===== config.mk =====
export PLATFORM = sky130hd
export DESIGN_NAME = game_flow_fsm_flat
export DESIGN_NICKNAME = d
export VERILOG_FILES = /design/src/rtl/game_flow_pkg.sv /design/src/rtl/game_flow_fsm_if.sv /design/src/rtl/rise_detect.sv /design/src/rtl/game_flow_fsm.sv /design/src/flat_wrapper.sv
export SDC_FILE = /design/constraint.sdc
export NUM_CORES = 1
export LEC_CHECK = 0
export ABC_CLOCK_PERIOD_IN_PS = 2700
export CAP_MARGIN = 10
export CELL_PAD_IN_SITES_DETAIL_PLACEMENT = 2
export CELL_PAD_IN_SITES_GLOBAL_PLACEMENT = 2
export CORE_MARGIN = 8
export CORE_UTILIZATION = 41
export DETAILED_ROUTE_END_ITERATION = 12
export DONT_BUFFER_PORTS = 1
export PLACE_DENSITY_LB_ADDON = 0.1
export SLEW_MARGIN = 20
export SYNTH_ARGS = -nofsm -noshare
export SYNTH_HDL_FRONTEND = slang
export SYNTH_HIERARCHICAL = 1
export SYNTH_SLANG_ARGS = --single-unit

===== constraint.sdc =====
create_clock -name clk -period 2.7 [get_ports clk]
set_input_delay 0.54 -clock clk [delete_from_list [all_inputs] [get_ports clk]]
set_output_delay 0.54 -clock clk [all_outputs]
set_load 0.01 [all_outputs]

===== src/rtl/game_flow_pkg.sv =====
// Shared encodings for the Breakout game-flow controller: screen codes seen by
// the VGA renderer and the lives field width.
package game_flow_pkg;

  localparam int unsigned SCR_W   = 3;
  localparam int unsigned LIVES_W = 3;

  localparam logic [SCR_W-1:0] SCR_START    = 3'd0;
  localparam logic [SCR_W-1:0] SCR_SELECT   = 3'd1;
  localparam logic [SCR_W-1:0] SCR_PLAY     = 3'd2;
  localparam logic [SCR_W-1:0] SCR_PAUSE    = 3'd3;
  localparam logic [SCR_W-1:0] SCR_CLEAR    = 3'd4;
  localparam logic [SCR_W-1:0] SCR_GAMEOVER = 3'd5;
  localparam logic [SCR_W-1:0] SCR_VICTORY  = 3'd6;

  // State encoding equals the screen code, so the state register drives `screen` directly.
  typedef enum logic [SCR_W-1:0] {
    StStart    = SCR_START,
    StSelect   = SCR_SELECT,
    StPlay     = SCR_PLAY,
    StPause    = SCR_PAUSE,
    StClear    = SCR_CLEAR,
    StGameOver = SCR_GAMEOVER,
    StVictory  = SCR_VICTORY
  } screen_e;

endpackage


===== src/rtl/game_flow_fsm_if.sv =====
// Bundle between board inputs / ball engine (master) and the game-flow controller (slave).
interface game_flow_fsm_if #(
  parameter int unsigned NUM_LEVELS = 8
);
  import game_flow_pkg::*;

  localparam int unsigned LVL_W = $clog2(NUM_LEVELS + 1);

  logic                  start_btn;
  logic                  pause_btn;
  logic [LVL_W-1:0]      level_req;
  logic                  win;
  logic                  lose;
  logic [SCR_W-1:0]      screen;
  logic [LVL_W-1:0]      level;
  logic [LIVES_W-1:0]    lives;
  logic [NUM_LEVELS-1:0] unlocked;
  logic                  level_start;

  modport master (
    output start_btn, pause_btn, level_req, win, lose,
    input  screen, level, lives, unlocked, level_start
  );

  modport slave (
    input  start_btn, pause_btn, level_req, win, lose,
    output screen, level, lives, unlocked, level_start
  );

endinterface


===== src/rtl/rise_detect.sv =====
// Single-bit rising-edge detector. The history flop resets high so a level held
// through reset never yields a spurious edge.
module rise_detect (
  input  logic clk,
  input  logic rst_n,
  input  logic sig,
  output logic rise
);

  logic prev_q;

  always_ff @(posedge clk or negedge rst_n) begin
    if (!rst_n) begin
      prev_q <= 1'b1;
    end else begin
      prev_q <= sig;
    end
  end

  assign rise = sig & ~prev_q;

endmodule


===== src/rtl/game_flow_fsm.sv =====
// Breakout game-flow controller: screen sequencing, current level, lives and the
// level unlock mask, all registered for the VGA renderer and ball engine.
module game_flow_fsm
  import game_flow_pkg::*;
#(
  parameter int unsigned NUM_LEVELS   = 8,
  parameter int unsigned LIVES        = 3,
  parameter int unsigned CLEAR_CYCLES = 50_000_000
) (
  input logic             clk,
  input logic             rst_n,
  game_flow_fsm_if.slave  bus
);

  localparam int unsigned LVL_W = $clog2(NUM_LEVELS + 1);
  localparam int unsigned TMR_W = (CLEAR_CYCLES > 1) ? $clog2(CLEAR_CYCLES) : 1;

  localparam logic [LVL_W-1:0]      MaxLevel  = LVL_W'(NUM_LEVELS);
  localparam logic [LIVES_W-1:0]    FullLives = LIVES_W'(LIVES);
  localparam logic [TMR_W-1:0]      ClearLoad = TMR_W'(CLEAR_CYCLES - 1);
  localparam logic [NUM_LEVELS-1:0] UnlockRst = NUM_LEVELS'(1);

  logic start_r, pause_r, win_r, lose_r;

  rise_detect u_start_rise (.clk(clk), .rst_n(rst_n), .sig(bus.start_btn), .rise(start_r));
  rise_detect u_pause_rise (.clk(clk), .rst_n(rst_n), .sig(bus.pause_btn), .rise(pause_r));
  rise_detect u_win_rise   (.clk(clk), .rst_n(rst_n), .sig(bus.win),       .rise(win_r));
  rise_detect u_lose_rise  (.clk(clk), .rst_n(rst_n), .sig(bus.lose),      .rise(lose_r));

  screen_e               state_q;
  logic [LVL_W-1:0]      level_q;
  logic [LIVES_W-1:0]    lives_q;
  logic [NUM_LEVELS-1:0] unlocked_q;
  logic                  level_start_q;
  logic [TMR_W-1:0]      timer_q;

  logic                  req_ok;
  logic [NUM_LEVELS-1:0] next_unlock;

  // A request is honoured only for an in-range level whose unlock bit is set.
  always_comb begin
    req_ok = (bus.level_req != '0) && (bus.level_req <= MaxLevel) &&
             |(unlocked_q & (UnlockRst << (bus.level_req - LVL_W'(1))));
    // Bit `level_q` is the mask position of level level_q+1.
    next_unlock = unlocked_q | (UnlockRst << level_q);
  end

  always_ff @(posedge clk or negedge rst_n) begin
    if (!rst_n) begin
      state_q       <= StStart;
      level_q       <= '0;
      lives_q       <= FullLives;
      unlocked_q    <= UnlockRst;
      level_start_q <= 1'b0;
      timer_q       <= '0;
    end else begin
      level_start_q <= 1'b0;
      case (state_q)
        StStart: begin
          if (start_r) state_q <= StSelect;
        end
        StSelect: begin
          if (req_ok) begin
            state_q       <= StPlay;
            level_q       <= bus.level_req;
            lives_q       <= FullLives;
            level_start_q <= 1'b1;
          end
        end
        StPlay: begin
          if (win_r) begin
            if (level_q < MaxLevel) begin
              unlocked_q <= next_unlock;
              timer_q    <= ClearLoad;
              state_q    <= StClear;
            end else begin
              state_q <= StVictory;
            end
          end else if (lose_r) begin
            if (lives_q > LIVES_W'(1)) begin
              lives_q       <= lives_q - LIVES_W'(1);
              level_start_q <= 1'b1;
            end else begin
              lives_q <= '0;
              state_q <= StGameOver;
            end
          end else if (pause_r) begin
            state_q <= StPause;
          end
        end
        StPause: begin
          if (pause_r) begin
            state_q <= StPlay;
          end else if (start_r) begin
            state_q <= StSelect;
            level_q <= '0;
          end
        end
        StClear: begin
          if (start_r || (timer_q == '0)) begin
            state_q <= StSelect;
            level_q <= '0;
          end else begin
            timer_q <= timer_q - TMR_W'(1);
          end
        end
        StGameOver: begin
          if (start_r) begin
            state_q <= StSelect;
            lives_q <= FullLives;
            level_q <= '0;
          end
        end
        StVictory: begin
          if (start_r) begin
            state_q <= StStart;
            level_q <= '0;
          end
        end
        default: state_q <= StStart;
      endcase
    end
  end

  assign bus.screen      = state_q;
  assign bus.level       = level_q;
  assign bus.lives       = lives_q;
  assign bus.unlocked    = unlocked_q;
  assign bus.level_start = level_start_q;

endmodule


===== src/flat_wrapper.sv =====
// flat-port wrapper written by rule: the top's interface ports become plain ports
module game_flow_fsm_flat import game_flow_pkg::*;
#(
  parameter int unsigned NUM_LEVELS   = 8,
  parameter int unsigned LIVES        = 3,
  parameter int unsigned CLEAR_CYCLES = 50_000_000
)
  (clk, rst_n, bus_start_btn, bus_pause_btn, bus_level_req, bus_win, bus_lose, bus_screen, bus_level, bus_lives, bus_unlocked, bus_level_start);
  game_flow_fsm_if #(.NUM_LEVELS(NUM_LEVELS)) bus_i ();
  input logic clk;
  input logic rst_n;
  input wire logic [$bits(bus_i.start_btn)-1:0] bus_start_btn;
  input wire logic [$bits(bus_i.pause_btn)-1:0] bus_pause_btn;
  input wire logic [$bits(bus_i.level_req)-1:0] bus_level_req;
  input wire logic [$bits(bus_i.win)-1:0] bus_win;
  input wire logic [$bits(bus_i.lose)-1:0] bus_lose;
  output wire logic [$bits(bus_i.screen)-1:0] bus_screen;
  output wire logic [$bits(bus_i.level)-1:0] bus_level;
  output wire logic [$bits(bus_i.lives)-1:0] bus_lives;
  output wire logic [$bits(bus_i.unlocked)-1:0] bus_unlocked;
  output wire logic [$bits(bus_i.level_start)-1:0] bus_level_start;
  assign bus_i.start_btn = bus_start_btn;
  assign bus_i.pause_btn = bus_pause_btn;
  assign bus_i.level_req = bus_level_req;
  assign bus_i.win = bus_win;
  assign bus_i.lose = bus_lose;
  assign bus_screen = bus_i.screen;
  assign bus_level = bus_i.level;
  assign bus_lives = bus_i.lives;
  assign bus_unlocked = bus_i.unlocked;
  assign bus_level_start = bus_i.level_start;
  game_flow_fsm #(.NUM_LEVELS(NUM_LEVELS), .LIVES(LIVES), .CLEAR_CYCLES(CLEAR_CYCLES)) u_core (.clk(clk), .rst_n(rst_n), .bus(bus_i));
endmodule

==> reports/qor.yml <==
post_synth_instance_area_um2: 2880
cts.reportedPaths.clkPinSlew_ns: 0.10
die_height_um: 99.8
met3RoutedLength_um: 377
outcome: "finished clean"
worstHoldPathType: "input pin to async pin"
timing.final.hold_violations: 0
critPathArrivalTime_ns: 2.79
topRoutingLayerUsed: "met4"
worst_slew_margin_rel: 0.635
timing.final.crit_share: 0.960
postSynth.asyncResetShare: 1.00
cts.htree.levels: 2
design.portCount: 29
setup_repair_after_global_routing_missed_its_margin: "no"
power_per_cell_area_nw_per_um2: 919
regArea_um2: 1230
fmaxAchievable_ghz: 0.386
synth.yosys.warnings: 6
postSynthCellCount: 281
multi_input_area_um2: 1560
rr_endpoint: "u_core/timer_q[12]$_DFFE_PN0P_"
total_power_mw: 2.94
synth_to_layout_area_growth_pct: 11.3
crit_path_start_kind: "flop"
grt_max_degree: 43
clockRootBuffer: "clkbuf_8"
synth.net_count: 295
sequential_to_total_area_share_from_yosys_stat: 0.429
clock_skew_after_layout_ns: 0.00696
final.setup.tns_ns: 0
postRouteWirelength_um: 8610
r2r_cells: 8
core_ar_um2: 6790
clock_tree.buffer_depth: 2
synth_area_leader_cell: "dfrtp_1"
tritoncts_num_sinks: 49
die_wd_um: 99.8
num_antenna_cells: 0
finalCriticalPeriod_ns: 2.59
peakVddDrop_mv: 0.364
timing.final.max_slew_violations: 0
number_of_global_route_vias_before_repair: 2636
worst_setup_path_end_kind: "flop"
tritoncts.num_buffers: 5
timing.reg2reg.setup_slack_ns: 0.11
layout_common_cells: "42 x dfrtp_1, 25 x nand2_1, 17 x nor2_1, 13 x buf_4, 13 x inv_1"
met2_wirelength_um: 4170
routed_via_density: 5.98
clk_latency_ns: 0.31
yosysUniqueCellTypes: 68
initial_util: 0.424
firstDrtPassIters: 4
layout_cells_sized_above_1: 0.227
synth.top_cell.area_share: 0.365
clock_tree_from_tritoncts: "built"
globalRouteTotalUtil: 0.180
nets_final: 308
first_iter_violations: 50
routedLengthMet1_um: 3980
num-fill-cells: 719
drv.max_cap_violation_count: 0
placement_rows: 30
place.port_buffers: 0
worstReg2RegStart: "u_core/timer_q[0]$_DFFE_PN0P_"
report.final.setup_viol: 0
syn_area_per_cell_um2: 10.2
drc: 0
grt_antenna_before_repair: 0
worst-setup-path-type: "flop to flop"
final_ant_viol_nets: 0
max_slew.worst_pin.slew_ns: 0.533
post_drt_wl_per_cell_um: 22.0
dominantRegCellSynth: "dfrtp_1"
synth_top_cells_by_area: "dfrtp_1 37%, dfstp_2 6.4%, mux2i_1 3.8%, nand2_1 3.3%, nor2_1 2.2%"
routed-via-count: 2340
cp_data_required_time_ns: 2.90
layout.cells.most_common: "dfrtp_1"
grt_first_pass_wirelength_um: 14200
replace_congestion: 0.735
count_of_flip_flops_with_a_built_in_enable_after_synthesis: 0
leakagePower_nw: 1.32
critical_path.max_fanout: 11
die_area_um2: 9960
grt-ovfl-total: 0
dp.final_hpwl_um: 6190
synth_seq_cells: 49
-- worst max-delay path, cell delays in order (launching register included) --
cell and delay [ns]:
dfrtp_1 0.39, inv_1 0.14, ha_1 0.17, or3b_2 0.46, or4_4 0.61, o311ai_4 0.25, buf_4 0.24, or4_2 0.14
nand3_1 0.07
-- cell usage after synthesis (all sizes together), types with 7 or more instances --
| cell | instances |
|---|---|
| a21o | 7 |
| or3 | 11 |
| dfrtp | 42 |
| o21ai | 14 |
| xor2 | 7 |
| nand3 | 8 |
| dfstp | 7 |
| mux2i | 11 |
| nand2 | 26 |
| or4 | 10 |
| o31ai | 8 |
| inv | 13 |
| a21oi | 10 |
| nor2 | 17 |
-- logic make-up after synthesis --
family	after synthesis	share of synthesized area
buffers and inverters	21	0.0326
adders and majority gates	4	0.0174
DFF	49	0.429
muxes	13	0.0461
and+or+nand+nor	114	0.245
xor gates and xnor gates	8	0.0269
AOI/OAI and AO/OA	72	0.203
-- repair_timing --
item | CTS | global route
buffers inserted | 0 | 0
endpoints found under the hold margin | 42 | 0
gates resized for setup | 0 | 1
hold buffers | 1 | 0
setup endpoints to repair | 0 | 1
-- area by class of cell --
type | count | share of cell area
well taps | 96 | 0.0375
inverters | 13 | 0.0152
clock inverters | 3 | 0.0156
clock buffers | 5 | 0.0215
multi-input cells | 211 | 0.486
flip-flops and latches | 49 | 0.386
repair buffers | 14 | 0.0391
-- flip-flops by register name, indices dropped and copies added, names as in the netlist --
register,count
u_core/bus.lives,3
u_core/u_start_rise/prev_q,1
u_core/u_pause_rise/prev_q,1
u_core/u_lose_rise/prev_q,1
u_core/bus.screen,3
u_core/timer_q,26
u_core/bus.level_start,1
u_core/bus.unlocked,8
u_core/u_win_rise/prev_q,1
u_core/bus.level,4
-- report_power, final --
| part | internal (mW) | switching [mW] | total (mW) |
|---|---|---|---|
| Sequential | 0.982 | 0.365 | 1.35 |
| Clock | 0.285 | 0.287 | 0.571 |
| Combinational | 0.428 | 0.597 | 1.02 |
| Total | 1.69 | 1.25 | 2.94 |
-- how the worst max path moves through the flow --
stage	startpoint	endpoint	slack, ns
final	u_core/timer_q[0]$_DFFE_PN0P_	u_core/timer_q[12]$_DFFE_PN0P_	0.11
after CTS	u_core/timer_q[0]$_DFFE_PN0P_	u_core/timer_q[7]$_DFFE_PN0P_	0.07
after global routing	u_core/timer_q[1]$_DFFE_PN0P_	u_core/timer_q[12]$_DFFE_PN0P_	0.008
after global placement	u_core/timer_q[0]$_DFFE_PN0P_	u_core/timer_q[7]$_DFFE_PN0P_	0.24
after detailed placement	u_core/timer_q[0]$_DFFE_PN0P_	u_core/timer_q[7]$_DFFE_PN0P_	0.13
after floorplan	u_core/timer_q[0]$_DFFE_PN0P_	u_core/timer_q[2]$_DFFE_PN0P_	0.33
-- through the flow --
| step | instances | setup WS, ns | cell area (um2) | utilization | hold slack, ns |
|---|---|---|---|---|---|
| finish | 391 | 0.107 | 3200 | 0.471 | 0.0577 |
| detailed placement | 382 | 0.133 | 3050 | 0.449 | 0.246 |
| global placement | 382 | 0.240 | 3050 | 0.449 | 0.246 |
| floorplan | 281 | 0.331 | 2880 | - | 0.244 |
| global route | 391 | 0.00826 | 3200 | 0.471 | 0.0379 |
| CTS | 391 | 0.0669 | 3200 | 0.471 | 0.0432 |
-- routing by layer --
| layer | vias to the layer above | GRT usage |
|---|---|---|
| met4 | 0 | 0.0442 |
| li1 | 1084 | - |
| met5 | - | 0 |
| met3 | 8 | 0.0408 |
| met2 | 42 | 0.301 |
| met1 | 1206 | 0.228 |
Note: power is estimated with default switching activity, not from simulation.
